--- src/rtl/ssd_scan_driver.sv ---
// Multiplexed seven-segment scan driver with frame snapshots, leading-zero
// suppression, per-digit blanking and an anti-ghosting blank interval.
module ssd_scan_driver #(
  parameter int NUM_DIGITS   = 4,
  parameter int SCAN_DIV     = 262144,
  parameter int BLANK_CYCLES = 0,
  localparam int SW = (NUM_DIGITS > 1) ? $clog2(NUM_DIGITS) : 1
) (
  input  logic                    clk,
  input  logic                    rst,
  input  logic [4*NUM_DIGITS-1:0] value,
  input  logic [NUM_DIGITS-1:0]   dp_in,
  input  logic [NUM_DIGITS-1:0]   blank_mask,
  input  logic                    lz_blank,
  input  logic                    enable,
  output logic [NUM_DIGITS-1:0]   anodes,
  output logic [7:0]              cathodes,
  output logic [SW-1:0]           digit_sel,
  output logic                    frame_done
);

  localparam int PW = $clog2(SCAN_DIV);

  logic [PW-1:0]           presc;
  logic [4*NUM_DIGITS-1:0] val_s;
  logic [NUM_DIGITS-1:0]   dp_s;
  logic [NUM_DIGITS-1:0]   blk_s;
  logic                    lz_s;
  logic                    valid_s;

  logic                    presc_wrap;
  logic                    sel_last;
  logic                    load;
  logic                    past_blank;

  assign presc_wrap = (presc == PW'(SCAN_DIV - 1));
  assign sel_last   = (digit_sel == SW'(NUM_DIGITS - 1));
  assign load       = (presc == '0) && (digit_sel == '0);

  if (BLANK_CYCLES == 0) begin : g_noblank
    assign past_blank = 1'b1;
  end else begin : g_blank
    assign past_blank = (presc >= PW'(BLANK_CYCLES));
  end

  logic [NUM_DIGITS-1:0] sup;
  logic                  run;
  logic [3:0]            nib;
  logic                  dp_cur;
  logic                  blk_cur;
  logic                  sup_cur;
  logic                  lit;
  logic [6:0]            seg;
  logic [NUM_DIGITS-1:0] an_d;
  logic [7:0]            cat_d;

  // A digit is a leading zero only if it and every digit above it is a bare 0.
  always_comb begin
    sup = '0;
    run = 1'b1;
    for (int i = NUM_DIGITS - 1; i >= 0; i--) begin
      run = run & (val_s[4*i +: 4] == 4'h0) & ~dp_s[i];
      if (i > 0) sup[i] = run & lz_s;
    end
  end

  always_comb begin
    nib     = '0;
    dp_cur  = 1'b0;
    blk_cur = 1'b0;
    sup_cur = 1'b0;
    for (int i = 0; i < NUM_DIGITS; i++) begin
      if (digit_sel == SW'(i)) begin
        nib     = val_s[4*i +: 4];
        dp_cur  = dp_s[i];
        blk_cur = blk_s[i];
        sup_cur = sup[i];
      end
    end
  end

  always_comb begin
    seg = 7'b1111111;
    unique case (nib)
      4'h0: seg = 7'b0000001;
      4'h1: seg = 7'b1001111;
      4'h2: seg = 7'b0010010;
      4'h3: seg = 7'b0000110;
      4'h4: seg = 7'b1001100;
      4'h5: seg = 7'b0100100;
      4'h6: seg = 7'b0100000;
      4'h7: seg = 7'b0001111;
      4'h8: seg = 7'b0000000;
      4'h9: seg = 7'b0000100;
      4'hA: seg = 7'b0001000;
      4'hB: seg = 7'b1100000;
      4'hC: seg = 7'b0110001;
      4'hD: seg = 7'b1000010;
      4'hE: seg = 7'b0110000;
      4'hF: seg = 7'b0111000;
    endcase
  end

  // Dark until the first snapshot after reset has been taken.
  always_comb begin
    lit   = enable & valid_s & past_blank & ~blk_cur & ~sup_cur;
    an_d  = '1;
    cat_d = 8'hFF;
    if (lit) begin
      for (int i = 0; i < NUM_DIGITS; i++) begin
        if (digit_sel == SW'(i)) an_d[i] = 1'b0;
      end
      cat_d = {seg, ~dp_cur};
    end
  end

  always_ff @(posedge clk) begin
    if (rst) begin
      presc      <= '0;
      digit_sel  <= '0;
      frame_done <= 1'b0;
      val_s      <= '0;
      dp_s       <= '0;
      blk_s      <= '0;
      lz_s       <= 1'b0;
      valid_s    <= 1'b0;
      anodes     <= '1;
      cathodes   <= 8'hFF;
    end else begin
      presc      <= presc_wrap ? '0 : presc + 1'b1;
      frame_done <= presc_wrap & sel_last;
      if (presc_wrap) digit_sel <= sel_last ? '0 : digit_sel + 1'b1;
      if (load) begin
        val_s   <= value;
        dp_s    <= dp_in;
        blk_s   <= blank_mask;
        lz_s    <= lz_blank;
        valid_s <= 1'b1;
      end
      anodes   <= an_d;
      cathodes <= cat_d;
    end
  end

endmodule

--- config.mk ---
export PLATFORM = sky130hd
export DESIGN_NAME = ssd_scan_driver
export DESIGN_NICKNAME = d
export VERILOG_FILES = /design/src/rtl/ssd_scan_driver.sv
export SDC_FILE = /design/constraint.sdc
export NUM_CORES = 1
export LEC_CHECK = 0
export ABC_AREA = 1
export CORE_ASPECT_RATIO = 1.5
export CORE_MARGIN = 8
export CORE_UTILIZATION = 23
export CTS_CLUSTER_SIZE = 24
export DETAILED_ROUTE_END_ITERATION = 6
export PLACE_DENSITY = 0.44
export SETUP_SLACK_MARGIN = 0.3
export SLEW_MARGIN = 5
export SYNTH_ARGS = -nofsm -noshare
export SYNTH_HDL_FRONTEND = slang
export SYNTH_SLANG_ARGS = --single-unit
--- constraint.sdc ---
create_clock -name clk -period 1.8 [get_ports clk]
set_input_delay 0.18 -clock clk [delete_from_list [all_inputs] [get_ports clk]]
set_output_delay 0.18 -clock clk [all_outputs]
set_load 0.01 [all_outputs]
; Word-level counts from Yosys, hierarchy flattened
; Memories as Yosys holds them, arrays and structs flattened. A register that Yosys moved wholly into a read port is not among the register bits.
; Cells that the tools add are included.
[totals]
reg_bits = 59
latch_bits = 0
ramBits = 0
mem_bits_ro = 112
input_bits = 28
output_inout_bits = 15
word_cells = 64
memories = 1
[mem_list]
columns = name, depth, width, rd, rd_clocked_by_memory_dff, wr, line_no
row1 = (no name shown), 16, 7, 1, 1, 0, 84  ; unique case (nib)
[op_classes]
add_sub_neg = 2
mul = 0
n_div = 0
n_lt_le_gt_ge = 0
eq_ne = 4
shifts = 0
muxes = 20
n_bitwise = 19
reduce_logical = 8
[op_table]
columns = op, count
row1 = $add 18x1->18 const B, 1
row2 = $eq 18x18->1 const B, 1
row3 = $logic_not 18->1, 1
row4 = $mux 4, 4
row5 = $mux 1, 15
row6 = $and 1x1->1, 12
row7 = $logic_not 4->1, 3
row8 = $not 1->1, 7
row9 = $eq 2x2->1 const B, 2
row10 = $reduce_or 2->1, 2
row11 = $add 2x1->2 const B, 1
row12 = $eq 2x1->1 const B, 1
row13 = $logic_not 2->1, 1
row14 = $mux 2, 1
row15 = $logic_and 1x1->1, 1

; Longest topological paths before layout
[logic_depth]
word_depth = 14
mapped_depth = 14
ltp_nobuf = 13

; Worst setup path after synthesis
; No wires, ideal clock.
[synth_timing]
path_type = flip-flop to flip-flop
startpoint = register digit_sel[0]
endpoint = register cathodes[4]
setup_ns = 0.062
t_arrival_ns = 1.884
required_ns = 1.738
path_slack_ns = -0.146
path_stages_with_launch = 13
n_path_buf = 1
synth_period_minus_slack_ns = 1.946
path_cell_list = dfxtp_1 > inv_1 > ha_1 > buf_2 > inv_1 > nand3_1 > nand2_1 > nand2_1 > ha_1 > nand3b_1 > nand2_1 > nand2_1 > nand3_1
[synth_between]
elab_chain_cells = 10
elab_cells_between_ends = 21
classes_between = eq/ne (3) / mux (11) / bitwise (5) / reduce/logical (2)
[synth_rtl]
columns = element, line_no
row1 = "start, declared", 18  ; output logic [SW-1:0] digit_sel,
row2 = "start signal, assigned", 132  ; if (presc_wrap) digit_sel <= sel_last ? '0 : digit_sel + 1'b1;
row3 = $logic_not 2->1, 73  ; if (digit_sel == SW'(i)) begin
row4 = $mux 1 (4 in series), 73
row5 = $not 1->1, 106  ; lit = enable & valid_s & past_blank & ~blk_cur & ~sup_cur;
row6 = $and 1x1->1 (2 in series), 106
row7 = $not 1->1 (no line), --
row8 = $reduce_or 2->1 (no line), --
row9 = "end, declared", 17  ; output logic [7:0] cathodes,
; Several ways; a longest one is shown, not always the timed one.
; A chain may end at the register's enable or synchronous reset.

; Worst setup path in the final report
; Ends and elaborated chain as after synthesis.

==> metrics.md <==
| Metric | Value |
|---|---|
| H-tree levels | 3 |
| Final instance area | 4360 µm² |
| Sequential share of power | 39.5% |
| DP Worst Slack | 0.02963 ns |
| Worst Path Arrival | 1.86 ns |
| Syn nets | 475 |
| Crit path required time | 2.01 ns |
| Yosys top cell area share | 39.46% |
| Post-detail-place hpwl | 5855 µm |
| DRT iter0 DRCs | 61 |
| Root Driver | clkbuf_16 |
| Switching Power | 970.9 µW |
| RSZ-0062 raised after global routing | true |
| Primary FF master, synth | dfxtp_1 |
| Vias per cell | 4.140 |
| Slew @ Worst Pin | 0.4218 ns |
| Clock Sinks | 59 |
| Leakage power | 0.001828 µW |
| Largest area contributor in the synthesized netlist | dfxtp_1 |
| Synth Instances | 435 |
| Peak supply drop | 0.3959 mV |
| Final Setup Violations | 0 |
| PD cells | 839.7 nW/µm² |
| Number of global-route vias before repair | 2,811 |
| Final nets | 547 |
| Total routed wirelength | 8001 µm |
| Netlist cell types | 30 |
| TritonCTS Buffers | 9 |
| Multi-input logic area | 1767 µm² |
| Floorplan core area | 12,830 µm² |
| Internal power | 2690 µW |
| Async set-reset flop share out of synthesis | 0% |
| Die width | 109.1 µm |
| Fill count | 1,396 |
| Total GRT Usage | 10.08% |
| Crit path max fanout | 8 |
| Startpoint types | register |
| Fin crit period | 1.651 ns |
| Total number of vias | 2,778 |
| Antenna violations before repair | 0 |
| Part of the power in the clock network | 44.2% |
| Status | completed |
| Wire per inst | 11.92 µm |
| Worst Reg-to-Reg Cells | 11 |
| Total congestion overflow | 0 |
| Die area | 16,990 µm² |
| Post-Synthesis Cell Area | 2993 µm² |
| CP Capture Type | register |
| Number of synthesized flops with an enable pin | 0 |
| Ports | 43 |
| First-pass GRT wire length | 13,340 µm |
| Storage cell area | 1196 µm² |
| Sw frac | 26.52% |
| Sequential share of the synthesized area | 39.46% |
| Slew HR | 71.88% |
| CTS clk-pin slew, worst paths | 0.05 ns |
| Setup Crit Path Kind | register to register |
| CTS tree | yes |
| Hold depth | 3 |
| Worst setup margin | 0.1495 ns |
| First-pass DRT Iterations | 4 |
| Diodes inserted | 0 |
| Max_cap viols | 0 |
| Die height | 155.7 µm |
| Synth warn | 0 |
| Hold Path Class | input pin to register |
| Post-route antenna net violation count | 0 |
| Max Slew Vio Count | 0 |
| Initial Utilization | 23.33% |
| Worst skew pair latency | 0.33 ns |
| Crit share post-route | 91.70% |
| #FFs+latches synth | 59 |
| Clock Path Buffers | 2 |
| # rows | 51 |
| Max Fclk | 605.9 MHz |
| Final GP Congestion | 0.7979 |
| Final hold viol count | 0 |
| Layout area overhead | 45.69% |
| Fraction of layout cells with a size suffix above 1 | 21.09% |
| Synth area leaders | dfxtp_1, nand2_1, nor2_1 |
| Largest net degree at the start of global routing | 52 |
| Avg Cell Area, Syn | 6.880 µm² |
| WHS | 0.4380 ns |
| Setup TNS | 0 ns |
| DRC | 0 |
| Final Skew | 0.008499 ns |
| Combinational share of power | 16.3% |
| # port buffers | 42 |
| DP Area | 3720 µm² |
final timing paths:
kind,from,slack [ns],to
worst max-delay path,digit_sel[0],0.15,cathodes[4]
worst min-delay path,dp_in[3],0.44,dp_s[3]
worst max register to register,digit_sel[0],0.15,cathodes[4]
worst min register to register,presc[0],0.45,presc[0]
through the flow:
step	utilization, %	power (µW)	instances
3_3_place_gp	29.00	2038	632
2_1_floorplan	-	1831	435
4_1_cts	33.42	3717	668
5_1_grt	34.00	3865	671
3_5_place_dp	29.00	2038	632
6_report	34.00	3661	671
flip-flops by register name, summed over array words and instances (netlist names):
register / flops
frame_done: 1
val_s: 16
valid_s: 1
presc: 18
dp_s: 4
digit_sel: 2
anodes: 4
lz_s: 1
cathodes: 8
blk_s: 4
timing repair:
action / 4_1_cts / 5_1_grt
gates cloned: 2 / 0
pin swaps: 13 / 8
resized for setup: 30 / 11
endpoints found under the hold margin: 0 / 0
endpoints found under the setup margin: 32 / 59
hold buffers: 0 / 0
setup buffers: 18 / 3
worst max-delay path: stages (launching register included):
cell and delay (ns):
dfxtp_4 0.39, inv_4 0.06, ha_4 0.21, inv_6 0.09
nand3_2 0.08, nand2_2 0.08, nand2_4 0.08, ha_4 0.28
nand3b_1 0.10, nand2_1 0.05, nand2_1 0.05, nand3_1 0.07
synth_stat cells, types with 2 or more instances:
cell,instances
nor2_2,10
nand2_1,123
inv_2,2
inv_1,57
a21oi_1,17
nand3_1,30
buf_2,8
dfxtp_1,59
nor3_1,7
nand2_2,2
nand3b_1,2
nor2_4,2
nand4_1,5
ha_1,12
clkbuf_1,2
nand3_2,2
xor2_1,9
o21ai_0,4
nor2_1,71
per-layer routing:
layer / up-vias / share of wire (%) / routed length [µm] / track usage [%]
met5: - / 0 / 0 / 0
met4: 0 / 1.5 / 121 / 4.322
met3: 8 / 5.9 / 472 / 3.226
met2: 40 / 54 / 4305 / 18.50
met1: 1246 / 39 / 3102 / 9.958
li1: 1484 / - / - / -
final cells by class:
cell class	count	share of cell area, %
Inverter	59	5.366
Sequential cell	59	27.43
Clock inverter	2	0.2296
Multi-Input combinational cell	307	40.52
Clock buffer	14	6.284
Timing Repair Buffer	71	15.61
Tap cell	159	4.562
power groups by stage:
stage / Combinational [µW] / Clock [µW] / Sequential, µW
2_1_floorplan: 374 / 0 / 1460
3_3_place_gp: 568 / 0 / 1470
3_5_place_dp: 569 / 0 / 1470
4_1_cts: 607 / 1660 / 1450
5_1_grt: 689 / 1720 / 1460
6_report: 597 / 1620 / 1450
cells in the final DEF, fill, tap and decap left out, drive strengths merged:
cell and count:
or2 1, nor3 7, o211ai 1, a21oi 19, nand3b 2, a22oi 1, o21ai 4, xor2 9
clkinv 2, nor2 83, ha 12, dfxtp 59, inv 59, a211o 1, clkbuf 14, nand4 5
nand2 129, clkdlybuf4s50 40, buf 29, dlygate4sd2 2, nand3 33
cell families after synthesis:
kind of cell / count (synthesis) / synth area share [%]
and+or+nand+nor: 258 / 37.83
buffers and inverters: 71 / 9.909
DFF: 59 / 39.46
AOI/OAI and AO/OA: 26 / 5.143
adders and majority gates: 12 / 5.017
xor gates and xnor gates: 9 / 2.634
Note: power is estimated with default switching activity, not from simulation.
